`config.mk`:
```
export PLATFORM = sky130hd
export DESIGN_NAME = uart_rx_ctrl
export DESIGN_NICKNAME = d
export VERILOG_FILES = /design/src/rtl/uart_rx_ctrl.sv
export SDC_FILE = /design/constraint.sdc
export NUM_CORES = 1
export LEC_CHECK = 0
export BUFFER_PORTS_ARGS = -buffer_cell sky130_fd_sc_hd__buf_2
export CORE_MARGIN = 1
export CORE_UTILIZATION = 50
export DETAILED_ROUTE_END_ITERATION = 7
export MAX_ROUTING_LAYER = met4
export PLACE_DENSITY = 0.7
export SLEW_MARGIN = 20
export SYNTH_ARGS = -nofsm -noshare
export SYNTH_HDL_FRONTEND = slang
export SYNTH_SLANG_ARGS = --single-unit
```
`constraint.sdc`:
```
create_clock -name CLK -period 3.05 [get_ports CLK]
set_input_delay 0.305 -clock CLK [delete_from_list [all_inputs] [get_ports CLK]]
set_output_delay 0.305 -clock CLK [all_outputs]
set_load 0.02 [all_outputs]
```
`src/rtl/uart_rx_ctrl.sv`:
```
// Configuration, FWFT receive FIFO and error statistics beside the UART receiver.
// Optional UART_RX_ERR_DROP_EN: frames with parity/stop errors are counted but not stored.
module uart_rx_ctrl #(
    parameter int DATA_WIDTH = 8,
    parameter int FIFO_DEPTH = 4,
    parameter int CNT_WIDTH  = 8
) (
    input  logic                          CLK,
    input  logic                          RST,
    input  logic                          cfg_wr,
    input  logic [5:0]                    cfg_prescale,
    input  logic                          cfg_par_en,
    input  logic                          cfg_par_typ,
    output logic                          cfg_err,
    output logic                          cfg_pend,
    output logic [5:0]                    prescale,
    output logic                          PAR_EN,
    output logic                          PAR_TYP,
    input  logic                          rx_busy,
    input  logic                          data_valid,
    input  logic [DATA_WIDTH-1:0]         P_DATA,
    input  logic                          par_err,
    input  logic                          stp_err,
    input  logic                          strt_glitch,
    input  logic                          rd_en,
    output logic                          rd_valid,
    output logic [DATA_WIDTH-1:0]         rd_data,
    output logic                          rd_par_err,
    output logic                          rd_stp_err,
    output logic [$clog2(FIFO_DEPTH):0]   fifo_cnt,
    output logic                          overrun,
    output logic [CNT_WIDTH-1:0]          par_err_cnt,
    output logic [CNT_WIDTH-1:0]          stp_err_cnt,
    output logic [CNT_WIDTH-1:0]          glitch_cnt,
    input  logic                          stat_clr
);
    localparam int AW = $clog2(FIFO_DEPTH);
    localparam int EW = DATA_WIDTH + 2;
    localparam logic [CNT_WIDTH-1:0] CNT_MAX = {CNT_WIDTH{1'b1}};

    typedef enum logic [1:0] {RUN, PEND, APPLY} cfg_state_t;

    cfg_state_t state, nxt;
    logic       cfg_legal, cfg_take, load_shadow, apply_en;
    logic [5:0] sh_prescale;
    logic       sh_par_en, sh_par_typ;

    assign cfg_legal = (cfg_prescale == 6'd8) || (cfg_prescale == 6'd16) || (cfg_prescale == 6'd32);
    // Requests arriving during APPLY are dropped silently.
    assign cfg_take  = cfg_wr && (state != APPLY);

    always_ff @(posedge CLK or negedge RST) begin
        if (!RST) state <= RUN;
        else      state <= nxt;
    end

    always_comb begin
        nxt = state;
        case (state)
            RUN:     if (cfg_wr && cfg_legal) nxt = PEND;
            PEND:    if (!rx_busy) nxt = APPLY;
            APPLY:   nxt = RUN;
            default: nxt = RUN;
        endcase
    end

    always_comb begin
        cfg_pend    = (state == PEND);
        load_shadow = cfg_take && cfg_legal;
        apply_en    = (state == APPLY);
    end

    always_ff @(posedge CLK or negedge RST) begin
        if (!RST) begin
            sh_prescale <= 6'd8;
            sh_par_en   <= 1'b0;
            sh_par_typ  <= 1'b0;
            prescale    <= 6'd8;
            PAR_EN      <= 1'b0;
            PAR_TYP     <= 1'b0;
            cfg_err     <= 1'b0;
        end else begin
            cfg_err <= cfg_take && !cfg_legal;
            if (load_shadow) begin
                sh_prescale <= cfg_prescale;
                sh_par_en   <= cfg_par_en;
                sh_par_typ  <= cfg_par_typ;
            end
            if (apply_en) begin
                prescale <= sh_prescale;
                PAR_EN   <= sh_par_en;
                PAR_TYP  <= sh_par_typ;
            end
        end
    end

    // FIFO: extra pointer bit distinguishes full from empty.
    logic [EW-1:0] mem [FIFO_DEPTH];
    logic [AW:0]   wptr, rptr;
    logic [EW-1:0] head;
    logic          wr_req, full, do_rd, do_wr;

`ifdef UART_RX_ERR_DROP_EN
    assign wr_req = data_valid && !par_err && !stp_err;
`else
    assign wr_req = data_valid;
`endif

    assign fifo_cnt = wptr - rptr;
    assign full     = (fifo_cnt == (AW+1)'(FIFO_DEPTH));
    assign rd_valid = (fifo_cnt != '0);
    assign do_rd    = rd_en && rd_valid;
    assign do_wr    = wr_req && (!full || do_rd);
    assign head     = mem[rptr[AW-1:0]];
    assign rd_data  = rd_valid ? head[DATA_WIDTH-1:0] : '0;
`ifdef UART_RX_ERR_DROP_EN
    assign rd_par_err = 1'b0;
    assign rd_stp_err = 1'b0;
`else
    assign rd_par_err = rd_valid && head[EW-1];
    assign rd_stp_err = rd_valid && head[EW-2];
`endif

    always_ff @(posedge CLK) begin
        if (do_wr) mem[wptr[AW-1:0]] <= {par_err, stp_err, P_DATA};
    end

    always_ff @(posedge CLK or negedge RST) begin
        if (!RST) begin
            wptr <= '0;
            rptr <= '0;
        end else begin
            if (do_wr) wptr <= wptr + (AW+1)'(1);
            if (do_rd) rptr <= rptr + (AW+1)'(1);
        end
    end

    logic glitch_d;

    always_ff @(posedge CLK or negedge RST) begin
        if (!RST) begin
            glitch_d    <= 1'b0;
            overrun     <= 1'b0;
            par_err_cnt <= '0;
            stp_err_cnt <= '0;
            glitch_cnt  <= '0;
        end else begin
            glitch_d <= strt_glitch;
            if (stat_clr) begin
                overrun     <= 1'b0;
                par_err_cnt <= '0;
                stp_err_cnt <= '0;
                glitch_cnt  <= '0;
            end else begin
                if (wr_req && full && !do_rd) overrun <= 1'b1;
                if (data_valid && par_err && par_err_cnt != CNT_MAX)
                    par_err_cnt <= par_err_cnt + CNT_WIDTH'(1);
                if (data_valid && stp_err && stp_err_cnt != CNT_MAX)
                    stp_err_cnt <= stp_err_cnt + CNT_WIDTH'(1);
                if (strt_glitch && !glitch_d && glitch_cnt != CNT_MAX)
                    glitch_cnt <= glitch_cnt + CNT_WIDTH'(1);
            end
        end
    end
endmodule

```
==> impl_metrics.tcl, run 1 <==
set metrics [dict create \
    ctsResizeCount 0 \
    async_flop_share_pct 56.04 \
    period_share_pct 95.95 \
    routedWlPerCell_um 15.22 \
    power_mw 3.876 \
    synth_nets 316 \
    synth_xor_area_share_pct 4.094 \
    die_h_um 91.49 \
    die_x_um 91.49 \
    antenna_found_initial 0 \
    cp-startpoint "wptr[0]" \
    grt_start_max_net_pins 27 \
    skew_ps 9.306 \
    timing.hold.ws_ps 75.93 \
    yosysSeqAreaShare_pct 61.94 \
    leakage_nw 2.045 \
    nNetsFinal 399 \
    drv_slew 0 \
    fin_setup_tns_ps 0 \
    wl_met1_mm 3.342 \
    hp-class "input port to flop" \
    cts_buffers 9 \
    netlist_area_um2 4004 \
    ctsHtreeMaxLevel 3 \
    synthAdderAreaFrac_pct 3.313 \
    grt-ovfl-total 0 \
    highest-signal-layer "met4" \
    start_kind "flop" \
    grt_pass1_wl_mm 11.82 \
    path_class "flop to output pin" \
    vdd_ir_drop_max_uv 415.3 \
    diodes 0 \
    cts_tree "built" \
    synth_flop_cell "dfrtp_1" \
    gp_congestion 0.7673 \
    p_comb_share_pct 38.7 \
    rows 32 \
    die_area_um2 8370 \
    rsz0062_at_grt "no" \
    p_int_mw 2.455 \
    port_buffers 74 \
    hp-start "strt_glitch" \
    synth_top_family_by_area "simple AND/OR/NAND/NOR gates" \
    synth_seq_cells 91 \
    synth-simple-area-share_pct 13.59 \
    cp_max_fo 13 \
    synth_top_area_cell "dfrtp_1" \
    drive_above_1_share_pct 34.51 \
    ioPinCount 75 \
    endpoint_kind "output pin" \
    fmax_ghz 0.3417 \
    multi_input_area_um2 1469 \
    fill_cells 627 \
    clock-sinks 91 \
    fin_ws_ps 123.6 \
    clockBufferDepth 2 \
    post-route-min-period_ps 2926 \
    slew_headroom_pct 38.75 \
    wl_met2_mm 3.409 \
    p_sw_mw 1.421 \
    route.met3.wl_um 304 \
    drt_wl_total_mm 7.153 \
    grt_usage_pct 18.83 \
    synth_cell_types 47 \
    cts-root-buf "clkbuf_8" \
    synth_area_per_cell_um2 14.30 \
    maxCapViolCount 0 \
    yosys_warnings 0 \
    route.detailed.drc 0 \
    pwr-share-seq_pct 41.2 \
    areaGrowthSynthToFinish_pct 17.28 \
    synth_top_area_share_pct 30.62 \
    vias 2498 \
    status "finished clean" \
    setup_viol 0 \
    vias_per_cell 5.315 \
    cts_setup_buffers 0 \
    initial_core_util_pct 51.81 \
    worstPathArrival_ps 2620 \
    rr_startpoint "wptr[0]" \
    core_um2 7727 \
    layout.area.seq_um2 2480 \
    muxShareOfSynthArea_pct 10.81 \
    synthTopCellsByArea "dfrtp_1 31%, edfxtp_1 30%, mux4_2 5.6%" \
    worst_pin_slew_ps 916.9 \
    first_global_vias 2444 \
    clkSlewWorstSetupHoldPaths_ps 100 \
    numPlacedInstances 453 \
    instances_no_fill 470 \
    first_pass_iters 5 \
    syn_inst 280 \
    ctsHoldBuffers 1 \
    ant_nets 0 \
    drt_iter0_markers 100 \
    swShare_pct 36.66 \
    pre_cts_slack_ps 385.7 \
    clk_latency_ps 350 \
    worstPathRequired_ps 2740 \
    synth_compound_area_share_pct 4.875 \
    hold_violations 0 \
    clkPwrFrac_pct 20.1 \
    cellPowerDensity_nw_per_um2 825.5 \
    place_hpwl_mm 5.045 \
    synth-edff-count 40 \
]
[per-stage QoR]
stage,utilization [%],instance area [um2]
floorplan,-,4004
global placement,58.18,4496
detailed placement,58.18,4496
CTS,60.77,4696
global route,60.77,4696
finish,60.77,4696
[cells in the mapped netlist, drive strengths merged, types with 2 or more instances]
library cell / instances
o21bai: 2
nor3: 4
o211ai: 5
o21ai: 7
a21oi: 6
clkbuf: 4
and2: 15
nor3b: 2
nor2b: 8
inv: 5
nand4: 6
mux2i: 5
nor2: 19
and3: 2
or4: 4
or3: 3
nand3: 10
xor2: 10
and3b: 2
buf: 3
xnor2: 6
dfstp: 2
mux4: 10
edfxtp: 40
o41ai: 2
nand2: 12
and4: 2
ha: 9
nor4b: 2
dfrtp: 49
mux2: 14
[worst paths after layout]
kind	endpoint	slack, ps	cells after the start
min in group asynchronous	stp_err_cnt[4]	480	2
setup / recovery	rd_stp_err	120	7
hold reg to reg	state[0]	470	1
hold / removal	glitch_d	80	1
max in group asynchronous	sh_prescale[3]	1760	3
setup reg to reg	mem[1][4]	400	6
[power groups by stage]
stage / clock network [mW] / registers (mW) / logic (mW)
floorplan: 0 / 1.65 / 1.05
global placement: 0 / 1.62 / 1.49
detailed placement: 0 / 1.63 / 1.53
CTS: 0.798 / 1.60 / 1.53
global route: 0.855 / 1.62 / 1.64
finish: 0.781 / 1.60 / 1.50
[metal layers]
| metal | GRT usage, % | vias up |
|---|---|---|
| li1 | - | 1208 |
| met1 | 25.28 | 1224 |
| met2 | 28.13 | 58 |
| met3 | 4.774 | 8 |
| met4 | 6.349 | 0 |
| met5 | - | - |
[layout make-up]
class | count | share of cell area, %
sequential | 91 | 52.81
multi-input combinational | 177 | 31.28
clock buffer | 9 | 2.638
inverter | 5 | 0.3997
tap | 102 | 2.718
timing repair buffer | 79 | 8.740
clock inverter | 7 | 1.412
[cells by family after synthesis]
logic type | after synthesis
and+or+nand+nor | 94
DFF | 91
muxes | 29
AOI/OAI and AO/OA | 27
xor gates and xnor gates | 17
buffers and inverters | 12
adders and majority gates | 10
[critical path: stages (launching register included)]
cell     delay [ps]
dfrtp_1         380
inv_1           100
ha_1            220
fa_1            360
xor3_1          430
or3_4           450
and2_1          180
buf_2           150
[placed cells by master (no fill, tap or decap), drive strengths merged, types with 8 or more instances in the layout]
cell type | synthesis | final
nor2 | 19 | 19
mux4 | 10 | 10
edfxtp | 40 | 40
xor2 | 10 | 10
ha | 9 | 9
buf | 3 | 78
dfrtp | 49 | 49
mux2 | 14 | 14
nand3 | 10 | 10
and2 | 15 | 15
nand2 | 12 | 12
nor2b | 8 | 8
inv | 5 | 11
clkbuf | 4 | 9
[state kept, by name, indices dropped and copies added (netlist names)]
| register | cells |
|---|---|
| PAR_EN | 1 |
| PAR_TYP | 1 |
| cfg_err | 1 |
| glitch_cnt | 8 |
| glitch_d | 1 |
| mem | 40 |
| overrun | 1 |
| par_err_cnt | 8 |
| prescale | 6 |
| rptr | 3 |
| sh_par_en | 1 |
| sh_par_typ | 1 |
| sh_prescale | 6 |
| state | 2 |
| stp_err_cnt | 8 |
| wptr | 3 |
Power figures use the tool's default switching activity.
==> run 2, diff against run 1 <==
Settings changed: BUFFER_PORTS_ARGS -buffer_cell sky130_fd_sc_hd__buf_2 to -buffer_cell sky130_fd_sc_hd__clkbuf_2.
==> impl_metrics.tcl, run 2 (synthesized netlist as in run 1, its figures left out) <==
set metrics [dict create \
    post-route-min-period_ps 2856 \
    first_global_vias 2581 \
    rows 32 \
    place_hpwl_mm 5.061 \
    port_buffers 74 \
    vias_per_cell 5.365 \
    gp_congestion 0.7949 \
    status "finished clean" \
    drt_wl_total_mm 7.265 \
    first_pass_iters 4 \
    vias 2543 \
    die_h_um 91.49 \
    die_x_um 91.49 \
    cts_tree "built" \
    layout.area.seq_um2 2480 \
    clkSlewWorstSetupHoldPaths_ps 90 \
    grt_pass1_wl_mm 12.14 \
    maxCapViolCount 0 \
    drv_slew 0 \
    cts_buffers 9 \
    ctsHtreeMaxLevel 3 \
    rsz0062_at_grt "no" \
    slew_headroom_pct 37.57 \
    timing.hold.ws_ps 87.58 \
    fin_ws_ps 194.1 \
    cp_num_buf_inv 3 \
    die_area_um2 8370 \
    vdd_ir_drop_max_uv 425.8 \
    fin_util_pct 61.59 \
    clock-sinks 91 \
    period_share_pct 93.64 \
    antenna_found_initial 0 \
    start_kind "flop" \
    crit_path_max_incr_delay_ps 400 \
    grt_start_max_net_pins 29 \
    grt-ovfl-total 0 \
    crit_family "adder cells" \
    largest_register_ffs 40 \
    cellPowerDensity_nw_per_um2 857.5 \
    instances_no_fill 474 \
    hp-class "input port to flop" \
    setup_viol 0 \
    drive_above_1_share_pct 35.48 \
    worstPathArrival_ps 2550 \
    fill_cells 623 \
    final_cell_mix "74 x clkbuf_2, 49 x dfrtp_1, 40 x edfxtp_1" \
    diodes 0 \
    path_cells "inv_1 -> ha_1 -> fa_1 -> xor3_2 -> or3_4 -> clkbuf_4 -> and2_1 -> clkbuf_2" \
    leakage_nw 2.054 \
    ant_nets 0 \
    route.detailed.drc 0 \
    ioPinCount 75 \
    pre_cts_slack_ps 373.5 \
    cp_max_fo 6 \
    drt_iter0_markers 67 \
    core_um2 7727 \
    numPlacedInstances 453 \
    hold_violations 0 \
    routedWlPerCell_um 15.33 \
    clk_latency_ps 350 \
    worstPathRequired_ps 2740 \
    multi_input_area_um2 1470 \
    path_class "flop to output pin" \
    initial_core_util_pct 51.81 \
    skew_ps 8.231 \
    areaGrowthSynthToFinish_pct 18.87 \
    grt_usage_pct 19.26 \
    nNetsFinal 403 \
    endpoint_kind "output pin" \
    clockBufferDepth 2 \
    layout_commonest_cell "clkbuf_2" \
    fmax_ghz 0.3502 \
    worst_pin_slew_ps 934.5 \
    cts-root-buf "clkbuf_8" \
    crit_slowest_cell "or3_4" \
    fin_setup_tns_ps 0 \
]
## run 2: layer usage
| layer | part of all wire (%) | up-vias | global-route usage (%) |
|---|---|---|---|
| met3 | 3.5 | 10 | 3.015 |
| met1 | 46 | 1257 | 24.57 |
| li1 | - | 1216 | - |
| met5 | 0 | - | - |
| met2 | 49 | 60 | 30.70 |
| met4 | 1.5 | 0 | 8.466 |
## run 2: path summary, 6_finish.rpt
| kind | slack [ps] | depth (start not counted) | to | start |
|---|---|---|---|---|
| worst max-delay path | 190 | 8 | rd_par_err | wptr[0] |
| min in group asynchronous | 520 | 2 | par_err_cnt[0] | RST |
| worst min register to register | 470 | 1 | state[0] | state[1] |
| worst min-delay path | 90 | 1 | glitch_d | strt_glitch |
| worst max register to register | 500 | 9 | rptr[1] | wptr[0] |
| max in group asynchronous | 1680 | 3 | sh_prescale[3] | RST |
## run 2: through the flow
step,instance area [um2],power (mW)
after floorplan,4004,2.696
after global placement,4496,3.109
after detailed placement,4496,3.154
after CTS,4728,4.045
after global routing,4760,4.312
final,4760,4.082
## run 2: what timing repair did
| action | 4_1_cts | 5_1_grt |
|---|---|---|
| hold buffers | 1 | 0 |
| endpoints found under the setup margin | 0 | 1 |
| resized for setup | 0 | 1 |
| buffers inserted | 0 | 4 |
| hold endpoints to repair | 23 | 0 |
## run 2: area by class of cell
type	count	share of cell area [%]
sequential	91	52.10
multi-input combinational	177	30.89
timing repair buffer	83	9.253
tap	102	2.681
clock buffer	9	2.603
clock inverter	7	2.077
inverter	5	0.3943
## run 2: worst register-to-register path: stages (launching register included)
cell and delay [ps]:
dfrtp_1 350, inv_1 100, ha_1 220, fa_1 380, xor3_2 280, or3_4 400
clkbuf_4 180, buf_4 150, nand2_4 60, mux2_1 310
## run 2: report_power, final
part	internal (mW)	total, mW	switching, mW
Sequential	1.51	1.59	0.0804
Combinational	0.678	1.60	0.920
Clock	0.467	0.892	0.425
